`config.mk`:
```
export PLATFORM = sky130hd
export DESIGN_NAME = alu_muldiv_control
export DESIGN_NICKNAME = d
export VERILOG_FILES = /design/src/rtl/alu_muldiv_control.sv
export SDC_FILE = /design/constraint.sdc
export NUM_CORES = 1
export LEC_CHECK = 0
export CORE_ASPECT_RATIO = 1.4
export CORE_MARGIN = 5
export CORE_UTILIZATION = 35
export CTS_CLUSTER_DIAMETER = 60
export DETAILED_ROUTE_END_ITERATION = 16
export GPL_TIMING_DRIVEN = 0
export SETUP_SLACK_MARGIN = 0.3
export SYNTH_ARGS = -nofsm -noshare
export SYNTH_HDL_FRONTEND = slang
export SYNTH_SLANG_ARGS = --single-unit
```
`constraint.sdc`:
```
create_clock -name i_clk -period 10.15 [get_ports i_clk]
set_clock_uncertainty 0.1 [all_clocks]
set_input_delay 1.015 -clock i_clk [delete_from_list [all_inputs] [get_ports i_clk]]
set_output_delay 1.015 -clock i_clk [all_outputs]
set_load 0.03 [all_outputs]
```
`src/rtl/alu_muldiv_control.sv`:
```
// alu_muldiv_control: EX-stage ALU op decode plus background radix-2 mul/div sequencer with HI/LO
//   i_clk, i_rst          : clock, async active-high reset
//   i_valid               : EX holds a real instruction
//   i_alu_op_CU           : ALUOp from control unit
//   i_op_r_tipe           : funct field
//   i_rs_data, i_rt_data  : operands (dividend/multiplicand/MT source, divisor/multiplier)
//   o_alu_control_signals : decoded ALU op code
//   o_result, o_result_sel: HI/LO read value for MFHI/MFLO and its writeback select
//   o_stall               : hold IF/ID/EX while a HI/LO consumer or mul/div waits on the sequencer
//   o_busy                : sequencer not idle
module alu_muldiv_control #(
    parameter int NB_DATA   = 32,
    parameter int NB_FUNCT  = 6,
    parameter int NB_ALU_OP = 4
) (
    input  logic                 i_clk,
    input  logic                 i_rst,
    input  logic                 i_valid,
    input  logic [NB_ALU_OP-1:0] i_alu_op_CU,
    input  logic [NB_FUNCT-1:0]  i_op_r_tipe,
    input  logic [NB_DATA-1:0]   i_rs_data,
    input  logic [NB_DATA-1:0]   i_rt_data,
    output logic [NB_FUNCT-1:0]  o_alu_control_signals,
    output logic [NB_DATA-1:0]   o_result,
    output logic                 o_result_sel,
    output logic                 o_stall,
    output logic                 o_busy
);
    localparam int NB_CNT = $clog2(NB_DATA);
    localparam logic [NB_FUNCT-1:0] F_MULT  = NB_FUNCT'(6'b011000);
    localparam logic [NB_FUNCT-1:0] F_MULTU = NB_FUNCT'(6'b011001);
    localparam logic [NB_FUNCT-1:0] F_DIV   = NB_FUNCT'(6'b011010);
    localparam logic [NB_FUNCT-1:0] F_DIVU  = NB_FUNCT'(6'b011011);
    localparam logic [NB_FUNCT-1:0] F_MFHI  = NB_FUNCT'(6'b010000);
    localparam logic [NB_FUNCT-1:0] F_MTHI  = NB_FUNCT'(6'b010001);
    localparam logic [NB_FUNCT-1:0] F_MFLO  = NB_FUNCT'(6'b010010);
    localparam logic [NB_FUNCT-1:0] F_MTLO  = NB_FUNCT'(6'b010011);

    typedef enum logic [1:0] {S_IDLE, S_RUN, S_FIX} state_t;

    state_t              r_state;
    logic [NB_CNT-1:0]   r_cnt;
    logic [NB_DATA-1:0]  r_hi, r_lo;
    // r_a:r_b is the product accumulator (multiply) or remainder:quotient (divide); r_m is the addend/divisor
    logic [NB_DATA-1:0]  r_a, r_b, r_m;
    logic                r_div, r_neg_q, r_neg_r, r_busy;

    logic                w_class, w_present, w_accept, w_muldiv, w_is_div, w_signed;
    logic                w_rs_neg, w_rt_neg, w_mfhi, w_mflo;
    logic [NB_DATA-1:0]  w_rs_mag, w_rt_mag, w_sub, w_quo, w_rem;
    logic [NB_DATA:0]    w_add, w_sh;
    logic                w_ge;
    logic [2*NB_DATA-1:0] w_prod;

    assign w_class   = i_op_r_tipe inside {F_MULT, F_MULTU, F_DIV, F_DIVU, F_MFHI, F_MTHI, F_MFLO, F_MTLO};
    assign w_present = i_valid & (i_alu_op_CU == NB_ALU_OP'(4'b0010)) & w_class;
    assign w_accept  = w_present & ~r_busy;
    assign o_stall   = w_present & r_busy;
    assign o_busy    = r_busy;

    assign w_muldiv = i_op_r_tipe inside {F_MULT, F_MULTU, F_DIV, F_DIVU};
    assign w_is_div = i_op_r_tipe inside {F_DIV, F_DIVU};
    assign w_signed = i_op_r_tipe inside {F_MULT, F_DIV};
    assign w_rs_neg = w_signed & i_rs_data[NB_DATA-1];
    assign w_rt_neg = w_signed & i_rt_data[NB_DATA-1];
    assign w_rs_mag = w_rs_neg ? -i_rs_data : i_rs_data;
    assign w_rt_mag = w_rt_neg ? -i_rt_data : i_rt_data;

    assign w_mfhi       = w_accept & (i_op_r_tipe == F_MFHI);
    assign w_mflo       = w_accept & (i_op_r_tipe == F_MFLO);
    assign o_result_sel = w_mfhi | w_mflo;
    assign o_result     = w_mfhi ? r_hi : w_mflo ? r_lo : '0;

    // Multiply step: conditional add of the multiplicand into the upper half, then shift right
    assign w_add = {1'b0, r_a} + (r_b[0] ? {1'b0, r_m} : '0);
    // Divide step: shift next dividend bit into the remainder, subtract divisor if it fits
    assign w_sh  = {r_a, r_b[NB_DATA-1]};
    assign w_ge  = w_sh >= {1'b0, r_m};
    assign w_sub = w_sh[NB_DATA-1:0] - r_m;

    assign w_prod = r_neg_q ? -{r_a, r_b} : {r_a, r_b};
    assign w_quo  = r_neg_q ? -r_b : r_b;
    assign w_rem  = r_neg_r ? -r_a : r_a;

    always_comb begin
        o_alu_control_signals = 6'b100000;
        case (i_alu_op_CU)
            4'b0001: o_alu_control_signals = 6'b100001;
            4'b0100: o_alu_control_signals = 6'b100100;
            4'b0101: o_alu_control_signals = 6'b100101;
            4'b1000: o_alu_control_signals = 6'b100110;
            4'b1001: o_alu_control_signals = 6'b001111;
            4'b1100: o_alu_control_signals = 6'b101010;
            4'b1101: o_alu_control_signals = 6'b101011;
            4'b0111: o_alu_control_signals = 6'b100010;
            4'b0010: o_alu_control_signals = w_class ? 6'b100001 : i_op_r_tipe;
            default: o_alu_control_signals = 6'b100000;
        endcase
    end

    always_ff @(posedge i_clk or posedge i_rst) begin
        if (i_rst) begin
            r_state <= S_IDLE;
            r_cnt   <= '0;
            r_hi    <= '0;
            r_lo    <= '0;
            r_a     <= '0;
            r_b     <= '0;
            r_m     <= '0;
            r_div   <= 1'b0;
            r_neg_q <= 1'b0;
            r_neg_r <= 1'b0;
            r_busy  <= 1'b0;
        end else begin
            case (r_state)
                S_IDLE: begin
                    if (w_accept && i_op_r_tipe == F_MTHI) r_hi <= i_rs_data;
                    if (w_accept && i_op_r_tipe == F_MTLO) r_lo <= i_rs_data;
                    if (w_accept && w_muldiv) begin
                        r_div  <= w_is_div;
                        r_busy <= 1'b1;
                        r_cnt  <= '0;
                        if (w_is_div && i_rt_data == '0) begin
                            // Divide by zero skips iteration; FIX writes the preset values unchanged
                            r_state <= S_FIX;
                            r_a     <= i_rs_data;
                            r_b     <= '1;
                            r_neg_q <= 1'b0;
                            r_neg_r <= 1'b0;
                        end else begin
                            r_state <= S_RUN;
                            r_a     <= '0;
                            r_b     <= w_is_div ? w_rs_mag : w_rt_mag;
                            r_m     <= w_is_div ? w_rt_mag : w_rs_mag;
                            r_neg_q <= w_rs_neg ^ w_rt_neg;
                            r_neg_r <= w_rs_neg;
                        end
                    end
                end
                S_RUN: begin
                    if (r_div) begin
                        r_a <= w_ge ? w_sub : w_sh[NB_DATA-1:0];
                        r_b <= {r_b[NB_DATA-2:0], w_ge};
                    end else begin
                        r_a <= w_add[NB_DATA:1];
                        r_b <= {w_add[0], r_b[NB_DATA-1:1]};
                    end
                    r_cnt <= r_cnt + 1'b1;
                    if (r_cnt == NB_CNT'(NB_DATA - 1)) r_state <= S_FIX;
                end
                S_FIX: begin
                    {r_hi, r_lo} <= r_div ? {w_rem, w_quo} : w_prod;
                    r_state      <= S_IDLE;
                    r_busy       <= 1'b0;
                end
                default: r_state <= S_IDLE;
            endcase
        end
    end
endmodule

```
==> flow_summary.yaml, run 1 <==
outcome:
  outcome: "completed"
critical_path:
  worst_setup_path_end_kind: "output port"
  cell_type_of_the_slowest_stage_on_the_worst_timing_path: "sky130_fd_sc_hd__nor3b_2"
  path_buf_inv: 4
  crit_type: "primary input to output port"
  worst_flop_to_flop_path_startpoint: "r_a[12]"
  worst_setup_path_start_kind: "primary input"
  worst_ep_required_time_ns: 9.04
  worst_ep_arrival_time_ns: 4.54
  startpoint: "i_op_r_tipe[4]"
  worst_path_dominant_cell_family: "simple AND/OR/NAND/NOR gates"
  crit_path_cell_trace: "clkdlybuf4s50_1, nor3b_2, nand3_1, or3_1, or2_2, clkbuf_1, clkbuf_1, nor2_1, clkdlybuf4s50_1"
  critPathMaxStageDelay_ns: 0.76
  worst-path-max-fanout: 10
sta:
  drv_slew: 0
  setup_tns_ns: 0
  max_freq_mhz: 177.0
  worstMarginPinSlew_ns: 1.398
  min_period_over_period_pct: 55.68
  final_hold_viol_count: 0
  timing.final.crit_period_ns: 5.651
  max_slew_margin_pct: 5.915
  layout_setup_ws_ns: 4.499
  rsz0062_at_grt: "no"
  final_number_of_setup_violating_endpoints: 0
yosys:
  synth_fp_nets: 2203
  library_cells_used_by_synthesis: 72
  synth.cell_area_mm2: 0.01579
  count_of_state_elements_after_synthesis: 171
  synth_top_family_by_area: "compound AO/OA/AOI/OAI gates"
  syn_avg_cell_area_um2: 7.689
  ys_async_sr_fraction_pct: 100.0
  post_synth_xor_area_fraction_pct: 9.594
  ys_seq_area_share_pct: 27.09
  synthesis.yosys.warnings: 0
  synth-edff-count: 0
  synth_compound_gate_area_share_pct: 23.96
  synth_largest_area_cell: "sky130_fd_sc_hd__dfrtp_1"
  post_synth_main_area_contributors: "sky130_fd_sc_hd__dfrtp_1, sky130_fd_sc_hd__mux2i_1, sky130_fd_sc_hd__o21ai_0"
  share_of_synthesized_cell_area_in_full_adder_half_adder_and_majority_cells_pct: 5.799
  synth.area.mux_share_pct: 8.889
  synth-main-ff-cell: "sky130_fd_sc_hd__dfrtp_1"
  synthCells: 2054
  top_area_cell_type_share_of_the_netlist_area_pct: 27.09
  synth-simple-area-share_pct: 19.74
clock_tree:
  cts-resized-gates: 0
  cts_sinks: 171
  tritoncts: "yes"
  worst_setup_hold_path_clk_slew_ns: 0.07
  cts-root-buf: "sky130_fd_sc_hd__clkbuf_16"
  cts_made_buffers: 17
  cts.htree.levels: 4
  post-cts-setup-buffer-count: 0
  number_of_buffers_inserted_for_hold_repair_after_clock_tree_synthesis: 0
  worstSkewPairLatency_ns: 0.48
  cts-root-to-sink-buffers: 2
grt:
  maximum_number_of_pins_on_one_net_before_global_route_repair: 105
  global_route.usage.total_pct: 29.60
  grt_remaining_overflow: 0
  first_global_vias: 16820
  grt_first_pass_wirelength_mm: 108.9
  antenna_found_initial: 2
drt:
  highest-signal-layer: "met5"
  route.met2.wl_mm: 35.65
  drt_pass1_iterations: 8
  wire_per_inst_um: 27.36
  route.detailed.drc: 0
  drt_first_iter_violations: 1711
  routed-wl-met3_mm: 5.735
  met1_length_mm: 25.75
  ant_nets: 0
  routed_via_density: 6.190
  totalWireLength_mm: 75.59
  dr_total_vias: 17100
cells_and_area:
  drive_above_1_share_pct: 3.411
  diodes: 0
  final_core_util_pct: 40.69
  flow.area_growth_from_synthesis_pct: 15.65
  postLayoutCellArea_mm2: 0.01827
  layout.cells.most_common: "sky130_fd_sc_hd__nand2_1"
  nets: 2335
  layout_common_cells: "sky130_fd_sc_hd__nand2_1, sky130_fd_sc_hd__o21ai_0, sky130_fd_sc_hd__nor2_1"
die:
  fp.dieArea_mm2: 0.04953
  pin_count: 118
  fp.dieH_um: 261.3
  initial_core_util_pct: 35.18
  die_w_um: 189.5
  rows: 92
  core_region_area_mm2: 0.04489
placement:
  dp_hpwl_mm: 59.88
  buffers_on_ports: 112
  post_dp_cell_area_mm2: 0.01766
  place_congestion: 1.021
  pre_cts_ws_ns: 4.502
power_and_ir_drop:
  p_leak_nw: 7.632
  report.power.total_mw: 4.381
  max-vdd-ir-drop_mv: 0.1172
  power-per-cell-area_mw_per_mm2: 239.9
flow_run:
  cap_violations: 0
worst_hold_path:
  hold_path_startpoint: "r_m[31]"
  hold_path.class: "flip-flop to flip-flop"
Yosys cell counts (all sizes together) (9+ instances only):
master,number
buf,17
nor2b,17
inv,71
or4,19
dfrtp,171
clkbuf,115
a211oi,27
ha,70
nand2b,17
nand2,235
o21ai,234
a31oi,30
nor2,183
o31ai,38
nand3,38
a21oi,165
and3,25
mux2i,129
a21o,31
xor2,68
a221oi,10
o211ai,39
or3,24
nor3,44
xnor2,105
nand4,13
or2,9
mux2,10
nor4,13
registers in the layout, indices dropped and copies added (netlist names):
signal / flops
r_cnt: 5
r_neg_r: 1
r_lo: 32
r_a: 32
r_div: 1
r_hi: 32
r_m: 32
r_b: 32
o_busy: 1
r_neg_q: 1
r_state: 2
per-layer routing:
metal / global-route usage (%) / vias up
li1: - / 7634
met1: 31.31 / 8191
met2: 50.10 / 943
met3: 5.413 / 334
met4: 26.60 / 2
met5: 0 / -
tightest hold or removal path: cells and delay by family (launching register included):
kind               cells  cell delay, ns
and+or+nand+nor        1            0.05
AOI/OAI and AO/OA      1            0.07
DFF                    1            0.35
through the flow:
step | std cells | hold slack [ns]
after CTS | 2763 | 0.4006
after global routing | 2763 | 0.4284
after floorplan | 2054 | 0.3498
after global placement | 2730 | 0.3688
after detailed placement | 2731 | 0.3815
final | 2763 | 0.3990
kinds of logic (layout without fill, tap and decap cells):
kind of cell,after synthesis,after routing
AOI/OAI and AO/OA,630,630
xor gates and xnor gates,173,173
and+or+nand+nor,665,665
DFF,171,171
adders and majority gates,72,72
muxes,139,139
buffers and inverters,204,349
where the power goes:
group / total (mW) / switching (mW) / internal, mW / leakage [nW]
Sequential: 1.24 / 0.364 / 0.874 / 1.92
Clock: 0.702 / 0.348 / 0.354 / 0.292
Combinational: 2.44 / 1.45 / 0.987 / 5.42
layout make-up:
type,count,area [um2]
Fill cell,4646,26630
Multi-Input combinational cell,1679,10740
Sequential cell,171,4279
Timing Repair Buffer,113,1149
Tap cell,564,705.7
Buffer,132,508.0
Clock buffer,18,429.2
Inverter,72,277.8
Clock inverter,14,175.2
worst paths after layout:
| check | depth (start not counted) | end | slack [ns] |
|---|---|---|---|
| min reg2reg | 2 | r_m[31] | 0.40 |
| max | 9 | o_result[14] | 4.50 |
| max reg2reg | 13 | r_a[10] | 5.01 |
| min in group asynchronous | 2 | r_lo[24] | 0.85 |
| max in group asynchronous | 3 | r_cnt[0] | 8.16 |
| min | 2 | r_m[31] | 0.40 |
(Power assumes the default switching activity.)
==> run 2: changes to the inputs <==
==> constraint.sdc (replaced) <==
create_clock -name i_clk -period 5.1 [get_ports i_clk]
set_clock_uncertainty 0.1 [all_clocks]
set_input_delay 0.51 -clock i_clk [delete_from_list [all_inputs] [get_ports i_clk]]
set_output_delay 0.51 -clock i_clk [all_outputs]
set_load 0.03 [all_outputs]
==> run 2 against run 1 <==
Sequential power increased by 100%. Via count decreased by 0.88%. Cell count rose by 0.18%. Clock-buffer cell count stayed put. Core utilization rose by 0.18 points. Largest cell class unchanged. Non-clock buffer count rose by 3. Hold slack got worse by 0.0076 ns. Flip-flop and latch count unchanged. Combinational power grew 100%. Global-route usage about the same. Power is 100% higher. Sequential share of layout area shrank 0.11 points.
==> flow_summary.yaml, run 2 (synthesized netlist as in run 1, its figures left out) <==
die:
  fp.dieH_um: 261.3
  fp.dieArea_mm2: 0.04953
  die_w_um: 189.5
  pin_count: 118
  rows: 92
  core_region_area_mm2: 0.04489
  initial_core_util_pct: 35.18
sta:
  min_period_over_period_pct: 89.68
  drv_slew: 0
  max_freq_mhz: 218.6
  final_hold_viol_count: 0
  rsz0062_at_grt: "no"
  timing.final.crit_period_ns: 4.574
  max_slew_margin_pct: 12.62
  final_number_of_setup_violating_endpoints: 0
  worstMarginPinSlew_ns: 1.299
cells_and_area:
  final_core_util_pct: 40.87
  flow.area_growth_from_synthesis_pct: 16.17
  layout_common_cells: "sky130_fd_sc_hd__nand2_1, sky130_fd_sc_hd__o21ai_0, sky130_fd_sc_hd__nor2_1"
  drive_above_1_share_pct: 3.951
  layout.cells.most_common: "sky130_fd_sc_hd__nand2_1"
  nets: 2338
power_and_ir_drop:
  max-vdd-ir-drop_mv: 0.2489
  report.power.total_mw: 8.797
  p_leak_nw: 7.663
  power-per-cell-area_mw_per_mm2: 479.5
grt:
  first_global_vias: 16690
  maximum_number_of_pins_on_one_net_before_global_route_repair: 41
  global_route.usage.total_pct: 29.55
  antenna_found_initial: 1
  grt_first_pass_wirelength_mm: 108.4
  grt_remaining_overflow: 0
drt:
  routed_via_density: 6.125
  wire_per_inst_um: 27.30
  route.detailed.drc: 0
  ant_nets: 0
  drt_pass1_iterations: 8
  totalWireLength_mm: 75.57
  dr_total_vias: 16950
  drt_first_iter_violations: 1632
critical_path:
  crit_type: "flip-flop to flip-flop"
  worst_ep_arrival_time_ns: 4.80
  crit_top_cell: "sky130_fd_sc_hd__a21oi_1"
  cell_type_of_the_slowest_stage_on_the_worst_timing_path: "sky130_fd_sc_hd__dfrtp_1"
  crit_path_cell_trace: "ha_1, clkbuf_1, nand4_1, nor4_2, a221oi_1, o31ai_1, a21oi_1, o31ai_2, clkbuf_2, clkbuf_2, a21oi_1, a221oi_1, a21oi_1"
  worst_setup_path_start_kind: "flip-flop"
  worst_ep_required_time_ns: 5.33
  worst-path-max-fanout: 10
  critPathMaxStageDelay_ns: 0.57
  worst_path_dominant_cell_family: "compound AO/OA/AOI/OAI gates"
  path_buf_inv: 3
  worst_setup_path_end_kind: "flip-flop"
placement:
  buffers_on_ports: 112
  dp_hpwl_mm: 60.44
  place_congestion: 1.014
clock_tree:
  cts-root-buf: "sky130_fd_sc_hd__clkbuf_16"
  worstSkewPairLatency_ns: 0.48
  worst_setup_hold_path_clk_slew_ns: 0.08
  cts-root-to-sink-buffers: 2
  post-cts-setup-buffer-count: 0
  cts_made_buffers: 17
  tritoncts: "yes"
  number_of_buffers_inserted_for_hold_repair_after_clock_tree_synthesis: 0
  cts.htree.levels: 4
  cts_sinks: 171
flow_run:
  cap_violations: 0
outcome:
  outcome: "completed"
worst_hold_path:
  hold_path.class: "flip-flop to flip-flop"
-- run 2: changes by cell type in the layout (fill, tap and decap cells not counted), sizes merged --
cell      previous run  this run
buf                 18        21
diode                0         2
clkinv               6         5
clkinvlp             1         2
-- run 2: final timing paths --
check,startpoint,endpoint,slack [ns],depth (start not counted)
setup / recovery,r_a[25],r_a[10],0.53,13
hold / removal,r_m[20],r_m[20],0.39,2
setup reg to reg,r_a[25],r_a[10],0.53,13
hold reg to reg,r_m[20],r_m[20],0.39,2
max in group asynchronous,i_rst,r_m[12],3.53,4
min in group asynchronous,i_rst,r_lo[15],0.41,2
-- run 2: layer usage --
| layer | track usage [%] | vias up | share of wire, % |
|---|---|---|---|
| met5 | 0 | - | 0 |
| met4 | 27.12 | 0 | 11 |
| met3 | 4.800 | 307 | 6.5 |
| met2 | 50.70 | 866 | 48 |
| met1 | 30.84 | 8130 | 35 |
| li1 | - | 7650 | - |
-- run 2: repair_timing --
item,4_1_cts,5_1_grt
hold endpoints to repair,0,0
gates resized for setup,3,7
setup endpoints to repair,20,56
-- run 2: through the flow --
stage,setup WS (ns),instances,instance area (um2),hold WS [ns],TNS [ns]
5_1_grt,0.3545,2766,18340,0.4328,0
2_1_floorplan,1.692,2054,15800,0.3498,0
3_5_place_dp,-0.05285,2734,17710,0.3751,-0.05285
4_1_cts,0.3882,2766,18310,0.3931,0
6_report,0.5263,2768,18350,0.3914,0
3_3_place_gp,-0.4932,2730,17620,0.3696,-22.86
-- run 2: area by class of cell --
type                    instances  area, um2
diodes                          2      5.005
plain buffers                 132      513.0
clock buffers                  18      429.2
clock inverters                14      170.2
fillers                      4614      26550
inverters                      72      274.0
multi-input cells            1679      10770
flip-flops and latches        171       4279
well taps                     564      705.7
repair buffers                116       1201
-- run 2: power breakdown --
group | leakage (nW) | total, mW | switching (mW) | internal (mW)
combinational | 5.45 | 4.88 | 2.91 | 1.97
clock | 0.291 | 1.41 | 0.711 | 0.704
sequential | 1.92 | 2.50 | 0.759 | 1.74
-- run 2: worst min-delay path: cells and delay by family, from the launching register on --
family	cells	cell delay (ns)
and+or+nand+nor	1	0.04
DFF	1	0.34
AOI/OAI and AO/OA	1	0.07
==> run 3: changes to the inputs <==
--- a/config.mk
+++ b/config.mk
@@ -6,7 +6,7 @@
 export NUM_CORES = 1
 export LEC_CHECK = 0
 export CORE_ASPECT_RATIO = 1.4
-export CORE_MARGIN = 5
+export CORE_MARGIN = 3
 export CORE_UTILIZATION = 35
 export CTS_CLUSTER_DIAMETER = 60
 export DETAILED_ROUTE_END_ITERATION = 16
==> constraint.sdc (replaced) <==
create_clock -name i_clk -period 4.1 [get_ports i_clk]
set_clock_uncertainty 0.1 [all_clocks]
set_input_delay 0.41 -clock i_clk [delete_from_list [all_inputs] [get_ports i_clk]]
set_output_delay 0.41 -clock i_clk [all_outputs]
set_load 0.03 [all_outputs]
==> run 3 against run 2 <==
Critical path depth is 1 lower. Cell count is 0.51% higher. Final area is 2.8% higher. Clock power is 22% higher. Die area is 3.6% lower. Largest power group unchanged. Highest routed layer unchanged.
==> flow_summary.yaml, run 3 (synthesized netlist as in run 1, its figures left out) <==
cells_and_area:
  diodes: 0
  drive_above_1_share_pct: 9.712
  nets: 2360
  layout_common_cells: "sky130_fd_sc_hd__nand2_1, sky130_fd_sc_hd__o21ai_0, sky130_fd_sc_hd__nor2_1"
  final_core_util_pct: 42.58
  postLayoutCellArea_mm2: 0.01886
  flow.area_growth_from_synthesis_pct: 19.42
  layout.cells.most_common: "sky130_fd_sc_hd__nand2_1"
critical_path:
  cell_type_of_the_slowest_stage_on_the_worst_timing_path: "sky130_fd_sc_hd__or4_4"
  worst_path_dominant_cell_family: "simple AND/OR/NAND/NOR gates"
  worst_ep_required_time_ns: 4.34
  worst_ep_arrival_time_ns: 4.08
  path_buf_inv: 2
  worst_flop_to_flop_path_startpoint: "r_b[14]"
  critPathMaxStageDelay_ns: 0.51
  r2r-end: "r_hi[8]"
  crit_path_cell_trace: "buf_6, or4_4, or4_4, or4_4, buf_6, or3_4, nand2b_4, nor2_1, nor2_1, a21oi_1, xor2_2, a21oi_1"
  regToRegSetupSlack_ns: 0.25
  crit_type: "flip-flop to flip-flop"
  worst_setup_path_start_kind: "flip-flop"
  worst-path-max-fanout: 4
  worst_setup_path_end_kind: "flip-flop"
  r2r_cells: 12
  crit_top_cell: "sky130_fd_sc_hd__or4_4"
worst_hold_path:
  hold_path.class: "primary input to asynchronous set/reset pin"
drt:
  dr_total_vias: 17060
  drt_first_iter_violations: 1551
  ant_nets: 0
  route.detailed.drc: 0
  drt_pass1_iterations: 8
  wire_per_inst_um: 28.34
  routed_via_density: 6.131
  totalWireLength_mm: 78.85
grt:
  global_route.usage.total_pct: 32.30
  maximum_number_of_pins_on_one_net_before_global_route_repair: 41
  grt_remaining_overflow: 0
  grt_first_pass_wirelength_mm: 112.5
  antenna_found_initial: 0
  first_global_vias: 16540
sta:
  drv_slew: 0
  min_period_over_period_pct: 93.85
  rsz0062_at_grt: "yes"
  timing.final.crit_period_ns: 3.848
  whs_ns: 0.3775
  max_slew_margin_pct: 18.13
  final_hold_viol_count: 0
  final_number_of_setup_violating_endpoints: 0
  max_freq_mhz: 259.9
  worstMarginPinSlew_ns: 1.228
die:
  initial_core_util_pct: 35.66
  fp.dieArea_mm2: 0.04775
  pin_count: 118
  die_w_um: 185.5
  rows: 91
  fp.dieH_um: 257.3
  core_region_area_mm2: 0.04429
flow_run:
  cap_violations: 0
clock_tree:
  cts-root-to-sink-buffers: 2
  cts_made_buffers: 17
  cts-root-buf: "sky130_fd_sc_hd__clkbuf_16"
  worstSkewPairLatency_ns: 0.48
  tritoncts: "yes"
  cts.htree.levels: 4
  cts_sinks: 171
  worst_setup_hold_path_clk_slew_ns: 0.08
power_and_ir_drop:
  p_leak_nw: 8.023
  max-vdd-ir-drop_mv: 0.3048
  power-per-cell-area_mw_per_mm2: 604.4
outcome:
  outcome: "completed"
placement:
  post_dp_cell_area_mm2: 0.01770
  buffers_on_ports: 112
  place_congestion: 1.028
  dp_hpwl_mm: 62.44
==> run 3: layout make-up <==
| type | count | area, um2 |
|---|---|---|
| Clock buffer | 18 | 439.2 |
| Buffer | 132 | 558.0 |
| Clock inverter | 14 | 143.9 |
| Timing Repair Buffer | 138 | 1276 |
| Fill cell | 4567 | 25430 |
| Multi-Input combinational cell | 1679 | 11180 |
| Sequential cell | 171 | 4292 |
| Inverter | 72 | 274.0 |
| Tap cell | 558 | 698.2 |
==> run 3: repair_timing <==
action / 4_1_cts / 5_1_grt
gates resized for setup: 106 / 129
pin swaps: 13 / 18
buffers inserted: 18 / 4
hold buffers: 0 / 0
endpoints found under the setup margin: 156 / 92
==> run 3: metrics by stage <==
step	TNS [ns]	worst slack [ns]	cells	power (mW)
floorplan	0	0.6925	2054	7.024
global placement	-207.00	-1.582	2724	8.987
detailed placement	-75.78	-0.9626	2728	9.057
CTS	0	0.2162	2778	11.03
global route	0	0.1957	2782	12.05
finish	0	0.2521	2782	11.40
==> run 3: worst max-delay path by stage <==
stage | start | end | depth (start not counted)
global placement | i_op_r_tipe[4] | r_m[2] | 9
floorplan | r_b[14] | r_hi[25] | 11
global route | r_b[14] | r_hi[30] | 13
detailed placement | i_op_r_tipe[2] | r_m[3] | 9
finish | r_b[14] | r_hi[8] | 12
CTS | r_b[14] | r_hi[24] | 12
==> run 3: per-layer routing <==
layer | wire, um | vias to the layer above | part of all wire, % | track usage [%]
met5 | 0 | - | 0 | 0
met2 | 38030 | 902 | 48 | 54.85
met4 | 7245 | 0 | 9.2 | 24.65
met1 | 27950 | 8183 | 35 | 35.51
li1 | - | 7695 | - | -
met3 | 5618 | 277 | 7.1 | 5.515
==> run 3: power breakdown <==
group          total [mW]  switching (mW)  internal (mW)  leakage, nW
registers            3.10           0.925           2.17         1.91
clock network        1.72           0.885          0.832        0.286
logic                6.58            3.90           2.68         5.82
total                11.4            5.71           5.69         8.02
==> run 3: worst reg2reg max path, stage by stage (launching register included) <==
cell and delay, ns:
sky130_fd_sc_hd__dfrtp_1 0.38, sky130_fd_sc_hd__buf_6 0.12, sky130_fd_sc_hd__or4_4 0.51, sky130_fd_sc_hd__or4_4 0.47, sky130_fd_sc_hd__or4_4 0.50, sky130_fd_sc_hd__buf_6 0.15
sky130_fd_sc_hd__or3_4 0.33, sky130_fd_sc_hd__nand2b_4 0.19, sky130_fd_sc_hd__nor2_1 0.20, sky130_fd_sc_hd__nor2_1 0.15, sky130_fd_sc_hd__a21oi_1 0.24, sky130_fd_sc_hd__xor2_2 0.27
sky130_fd_sc_hd__a21oi_1 0.11
